===== src/rtl/apb_req_master.sv =====
// APB requester: turns a valid/ready request into a SETUP/ACCESS sequence,
// honours slave wait states and aborts a transfer whose slave never answers.
module apb_req_master #(
    parameter int unsigned ADDR_W  = 32,
    parameter int unsigned DATA_W  = 32,
    parameter int unsigned TIMEOUT = 16
) (
    input  logic              clk,
    input  logic              rstn,
    input  logic              req_valid,
    output logic              req_ready,
    input  logic              req_wr,
    input  logic [ADDR_W-1:0] req_addr,
    input  logic [DATA_W-1:0] req_wdata,
    output logic              rsp_valid,
    output logic [DATA_W-1:0] rsp_rdata,
    output logic              rsp_err,
    output logic [ADDR_W-1:0] addr,
    output logic [DATA_W-1:0] wr_data,
    output logic              wr,
    output logic              sel,
    output logic              enable,
    input  logic              ready,
    input  logic [DATA_W-1:0] out_data
);

    localparam int unsigned CNT_W     = (TIMEOUT == 0) ? 1 : $clog2(TIMEOUT + 1);
    localparam int unsigned TO_LAST_I = (TIMEOUT > 0) ? TIMEOUT - 1 : 0;
    localparam logic [CNT_W-1:0] TO_LAST = CNT_W'(TO_LAST_I);
    localparam logic [CNT_W-1:0] CNT_MAX = '1;
    localparam bit TO_EN = (TIMEOUT != 0);

    typedef enum logic [1:0] {StIdle, StSetup, StAccess} state_e;

    state_e            r_state;
    state_e            w_state_next;
    logic [CNT_W-1:0]  r_cnt;
    logic [ADDR_W-1:0] r_addr;
    logic [DATA_W-1:0] r_wdata;
    logic              r_wr;
    logic              r_rsp_valid;
    logic [DATA_W-1:0] r_rsp_rdata;
    logic              r_rsp_err;

    logic w_req_ready;
    logic w_accept;
    logic w_done;
    logic w_abort;

    assign w_accept = req_valid && w_req_ready;
    assign w_done   = (r_state == StAccess) && ready;
    // The timeout fires on the edge where the counter would reach TIMEOUT;
    // a ready on that same edge wins and completes normally.
    assign w_abort  = TO_EN && (r_state == StAccess) && !ready && (r_cnt == TO_LAST);

    always_ff @(posedge clk or negedge rstn) begin
        if (!rstn) begin
            r_state <= StIdle;
        end else begin
            r_state <= w_state_next;
        end
    end

    always_comb begin
        w_state_next = r_state;
        unique case (r_state)
            StIdle: begin
                if (w_accept) w_state_next = StSetup;
            end
            StSetup: begin
                w_state_next = StAccess;
            end
            StAccess: begin
                if (ready) begin
                    w_state_next = w_accept ? StSetup : StIdle;
                end else if (w_abort) begin
                    w_state_next = StIdle;
                end
            end
            default: w_state_next = StIdle;
        endcase
    end

    // rstn gates req_ready so the requester reads as not-ready while held in reset.
    always_comb begin
        sel         = 1'b0;
        enable      = 1'b0;
        w_req_ready = 1'b0;
        unique case (r_state)
            StIdle: begin
                w_req_ready = rstn;
            end
            StSetup: begin
                sel = 1'b1;
            end
            StAccess: begin
                sel         = 1'b1;
                enable      = 1'b1;
                w_req_ready = ready;
            end
            default: begin
                sel = 1'b0;
            end
        endcase
    end

    always_ff @(posedge clk or negedge rstn) begin
        if (!rstn) begin
            r_addr  <= '0;
            r_wdata <= '0;
            r_wr    <= 1'b0;
        end else if (w_accept) begin
            r_addr  <= req_addr;
            r_wdata <= req_wdata;
            r_wr    <= req_wr;
        end
    end

    always_ff @(posedge clk or negedge rstn) begin
        if (!rstn) begin
            r_cnt <= '0;
        end else if (r_state == StSetup) begin
            r_cnt <= '0;
        end else if ((r_state == StAccess) && !ready && (r_cnt != CNT_MAX)) begin
            r_cnt <= r_cnt + 1'b1;
        end
    end

    always_ff @(posedge clk or negedge rstn) begin
        if (!rstn) begin
            r_rsp_valid <= 1'b0;
            r_rsp_rdata <= '0;
            r_rsp_err   <= 1'b0;
        end else begin
            r_rsp_valid <= w_done || w_abort;
            if (w_done) begin
                r_rsp_rdata <= r_wr ? '0 : out_data;
                r_rsp_err   <= 1'b0;
            end else if (w_abort) begin
                r_rsp_rdata <= '0;
                r_rsp_err   <= 1'b1;
            end
        end
    end

    assign req_ready = w_req_ready;
    assign rsp_valid = r_rsp_valid;
    assign rsp_rdata = r_rsp_rdata;
    assign rsp_err   = r_rsp_err;
    assign addr      = r_addr;
    assign wr_data   = r_wdata;
    assign wr        = r_wr;

endmodule

===== config.mk =====
export PLATFORM = sky130hd
export DESIGN_NAME = apb_req_master
export DESIGN_NICKNAME = d
export VERILOG_FILES = /design/src/rtl/apb_req_master.sv
export SDC_FILE = /design/constraint.sdc
export NUM_CORES = 1
export LEC_CHECK = 0
export ABC_AREA = 0
export BUFFER_PORTS_ARGS = -buffer_cell sky130_fd_sc_hd__buf_2
export CAP_MARGIN = 20
export CORE_ASPECT_RATIO = 0.7
export CORE_MARGIN = 2
export CORE_UTILIZATION = 50
export CTS_CLUSTER_SIZE = 10
export DETAILED_ROUTE_END_ITERATION = 16
export MAX_ROUTING_LAYER = met4
export PLACE_DENSITY_LB_ADDON = 0.1
export RECOVER_POWER = 25
export SLEW_MARGIN = 20
export SYNTH_ARGS = -nofsm -noshare
export SYNTH_HDL_FRONTEND = slang
export SYNTH_SLANG_ARGS = --single-unit

===== constraint.sdc =====
create_clock -name clk -period 4.1 [get_ports clk]
set_clock_uncertainty 0.2 [all_clocks]
set_input_delay 0.82 -clock clk [delete_from_list [all_inputs] [get_ports clk]]
set_output_delay 0.82 -clock clk [all_outputs]
set_load 0.05 [all_outputs]

==> results.tsv <==
metric	value	unit
number of different library cells in the post-synthesis netlist	24	
R2R Setup Slk	1550	ps
cell area after synthesis	4250	um2
FMAX	370	MHz
Area Growth Syn to Fin	32.0	%
number of warnings printed during yosys synthesis	0	
number of cells on the worst reg-to-reg path	7	
Worst Hold Path Cells	1	
Critical Path AT	1680	ps
CTS root buf	sky130_fd_sc_hd__clkbuf_16	
cell count after synthesis	259	
total global-route track usage	22.6	%
number of violations reported at the end of detailed-routing iteration 0	171	
initial core utilization	50.9	%
via count of the first global-routing pass	2873	
Cell Count Post-Placement	558	
total inserted antenna cells	0	
Hold WS	302	ps
post-detailed-route wirelength per cell	17.3	um
kind of end point of the critical path	output pin	
final critical path time including I/O delays and setup	2700	ps
number of clock buffers inserted by TritonCTS	9	
Compound-Gate Fraction of Synth Area	7.69	%
clk slew on worst S/H paths	70	ps
pin count of the biggest net entering global routing	66	
area of the core	8340	um2
final net count	572	
count of state elements after synthesis	106	
total half-perimeter wirelength after legalization and detailed placement	7090	um
hold buffer count at CTS	0	
leading cell type by number of instances after synthesis	sky130_fd_sc_hd__dfrtp_1	
row count	28	
number of enable-type register cells in the synthesized netlist	0	
aggregate negative setup slack	0	ps
post-synthesis share of cell area spent on full adders, half adders and majority gates	2.06	%
endpoint required time on the critical path	3080	ps
Finish-stage setup viols	0	
global-route wire length before repair	15300	um
period utilization	65.9	%
overall routed net length	9950	um
quantity of gates resized following cts	0	
maximum clock path buffer count	2	
Sinks on Clock Net	106	
total count of hold-check failures in the final report	0	
DR pass1 iterations	4	
post-detailed-route count of antenna-violating nets	0	
combinational family with the most area after synthesis	multiplexers	
routability congestion estimate	0.768	
run status	finished, final reports clean	
insertion delay to the later sink of the worst-skew pair	350	ps
post-synth top area share	62.5	%
Post-Layout Cell Count	574	
drt via density	4.98	
setup repair after global routing missed its margin	false	
mux share of post-synthesis cell area	22.4	%
highest fanout seen on the critical path	9	
global route overflow	0	
Reg2Reg Capture Point	addr[19]	
DRC viols	0	
Fill cells	670	
worst flop-to-flop path startpoint	r_state[0]	
type of the setup path with the least slack	reg -> out	
post-synthesis share of cell area spent on xor and xnor gates	0.619	%
worst min-delay path category	reg -> reg	
area leader, netlist	sky130_fd_sc_hd__dfrtp_1	
die area	9260	um2
antenna violations before repair	0	
Max-cap violations	0	
area share of and/or/nand/nor cells after synthesis	1.86	%
Chip Width	114	um
crit path launch type	flip-flop	
cell types with the largest area share after synthesis	sky130_fd_sc_hd__dfrtp_1 62%, sky130_fd_sc_hd__mux2_4 18%, sky130_fd_sc_hd__a22o_1 6.6%, sky130_fd_sc_hd__mux2_2 4.5%, sky130_fd_sc_hd__ha_1 2.1%	
total count of max-transition violations in the final report	0	
capture point of the critical path	req_ready	
share of final-layout standard cells stronger than drive strength 1	55.4	%
share of flip-flops with an asynchronous set or reset after synthesis	100	%
number of H-tree branching levels	3	
slew at the pin closest to its max-slew limit	804	ps
most instantiated cells after synthesis	106 x sky130_fd_sc_hd__dfrtp_1, 50 x sky130_fd_sc_hd__mux2_4, 32 x sky130_fd_sc_hd__a22o_1	
Main synth FF type	sky130_fd_sc_hd__dfrtp_1	
vias after detailed routing	2858	
Vert. Die Dim	81.1	um
top-level port count	203	
Setup Buffers After CTS	0	
post-layout worst setup margin	1400	ps
TritonCTS clock tree	yes	
Mapped Avg Cell Area	16.4	um2
worst setup path startpoint	r_state[0]	
pre-CTS setup slack	1360	ps
count of port buffers added during placement	202	
Post-Synthesis Net Count	367	
headroom to the max-slew limit	46.4	%
post-synthesis sequential area ratio	62.5	%
cell families after synthesis:
group,count (synthesis)
AO/OA/AOI/OAI,40
multiplexers,68
adder cells (fa/ha/maj),7
XOR/XNOR,3
flip-flops,106
AND/OR/NAND/NOR,16
buffers and inverters,19
registers in the layout, indices dropped and copies added (netlist names):
| register | cells |
|---|---|
| wr_data | 32 |
| addr | 32 |
| rsp_err | 1 |
| r_state | 2 |
| rsp_rdata | 32 |
| r_cnt | 5 |
| wr | 1 |
| rsp_valid | 1 |
cells in the final DEF, fill, tap and decap left out, types with 2 or more instances in the layout:
cell,n
sky130_fd_sc_hd__buf_4,5
sky130_fd_sc_hd__a22o_1,32
sky130_fd_sc_hd__o21ai_0,3
sky130_fd_sc_hd__nand2_1,3
sky130_fd_sc_hd__clkinv_4,3
sky130_fd_sc_hd__mux2_4,50
sky130_fd_sc_hd__a21oi_1,2
sky130_fd_sc_hd__clkbuf_16,9
sky130_fd_sc_hd__buf_2,166
sky130_fd_sc_hd__xor2_1,2
sky130_fd_sc_hd__nand2_2,2
sky130_fd_sc_hd__clkbuf_1,35
sky130_fd_sc_hd__dfrtp_1,106
sky130_fd_sc_hd__nor2_1,6
sky130_fd_sc_hd__mux2_2,17
sky130_fd_sc_hd__ha_1,7
sky130_fd_sc_hd__inv_1,6
how the worst min path moves through the flow:
| stage | from | endpoint |
|---|---|---|
| final | rsp_rdata[31] | rsp_rdata[31] |
| after global routing | rsp_rdata[12] | rsp_rdata[12] |
| after CTS | rsp_rdata[31] | rsp_rdata[31] |
| after detailed placement | rsp_rdata[31] | rsp_rdata[31] |
| after global placement | addr[2] | addr[2] |
| after floorplan | r_cnt[3] | r_cnt[3] |
stage by stage:
stage | util (%) | cell area, um2
2_1_floorplan | - | 4250
3_3_place_gp | 64.1 | 5340
3_5_place_dp | 64.1 | 5350
4_1_cts | 67.8 | 5650
5_1_grt | 67.2 | 5600
6_report | 67.2 | 5600
worst max-delay path, stage by stage, from the launching register on:
cell and delay, ps:
sky130_fd_sc_hd__dfrtp_1 410, sky130_fd_sc_hd__inv_1 90, sky130_fd_sc_hd__ha_1 320, sky130_fd_sc_hd__nand2_2 130
sky130_fd_sc_hd__nand2_2 100, sky130_fd_sc_hd__buf_2 280
per-layer routing:
| layer | GRT usage [%] | vias to the layer above | share of wire (%) |
|---|---|---|---|
| li1 | - | 1332 | - |
| met1 | 31.5 | 1401 | 46 |
| met2 | 32.1 | 112 | 45 |
| met3 | 6.19 | 13 | 6.9 |
| met4 | 7.68 | 0 | 1.5 |
| met5 | - | - | 0 |
layout make-up:
cell class | instances | area, um2 | share of cell area, %
Clock buffer | 9 | 225 | 4.02
Clock inverter | 7 | 77.6 | 1.38
Inverter | 6 | 22.5 | 0.402
Multi-Input combinational cell | 134 | 1490 | 26.5
Sequential cell | 106 | 2650 | 47.3
Tap cell | 105 | 131 | 2.34
Timing Repair Buffer | 207 | 1010 | 18.0
Power is left out: the tool's default activity adds up to more than one toggle a clock period on the data nets, which glitch-free logic cannot reach.
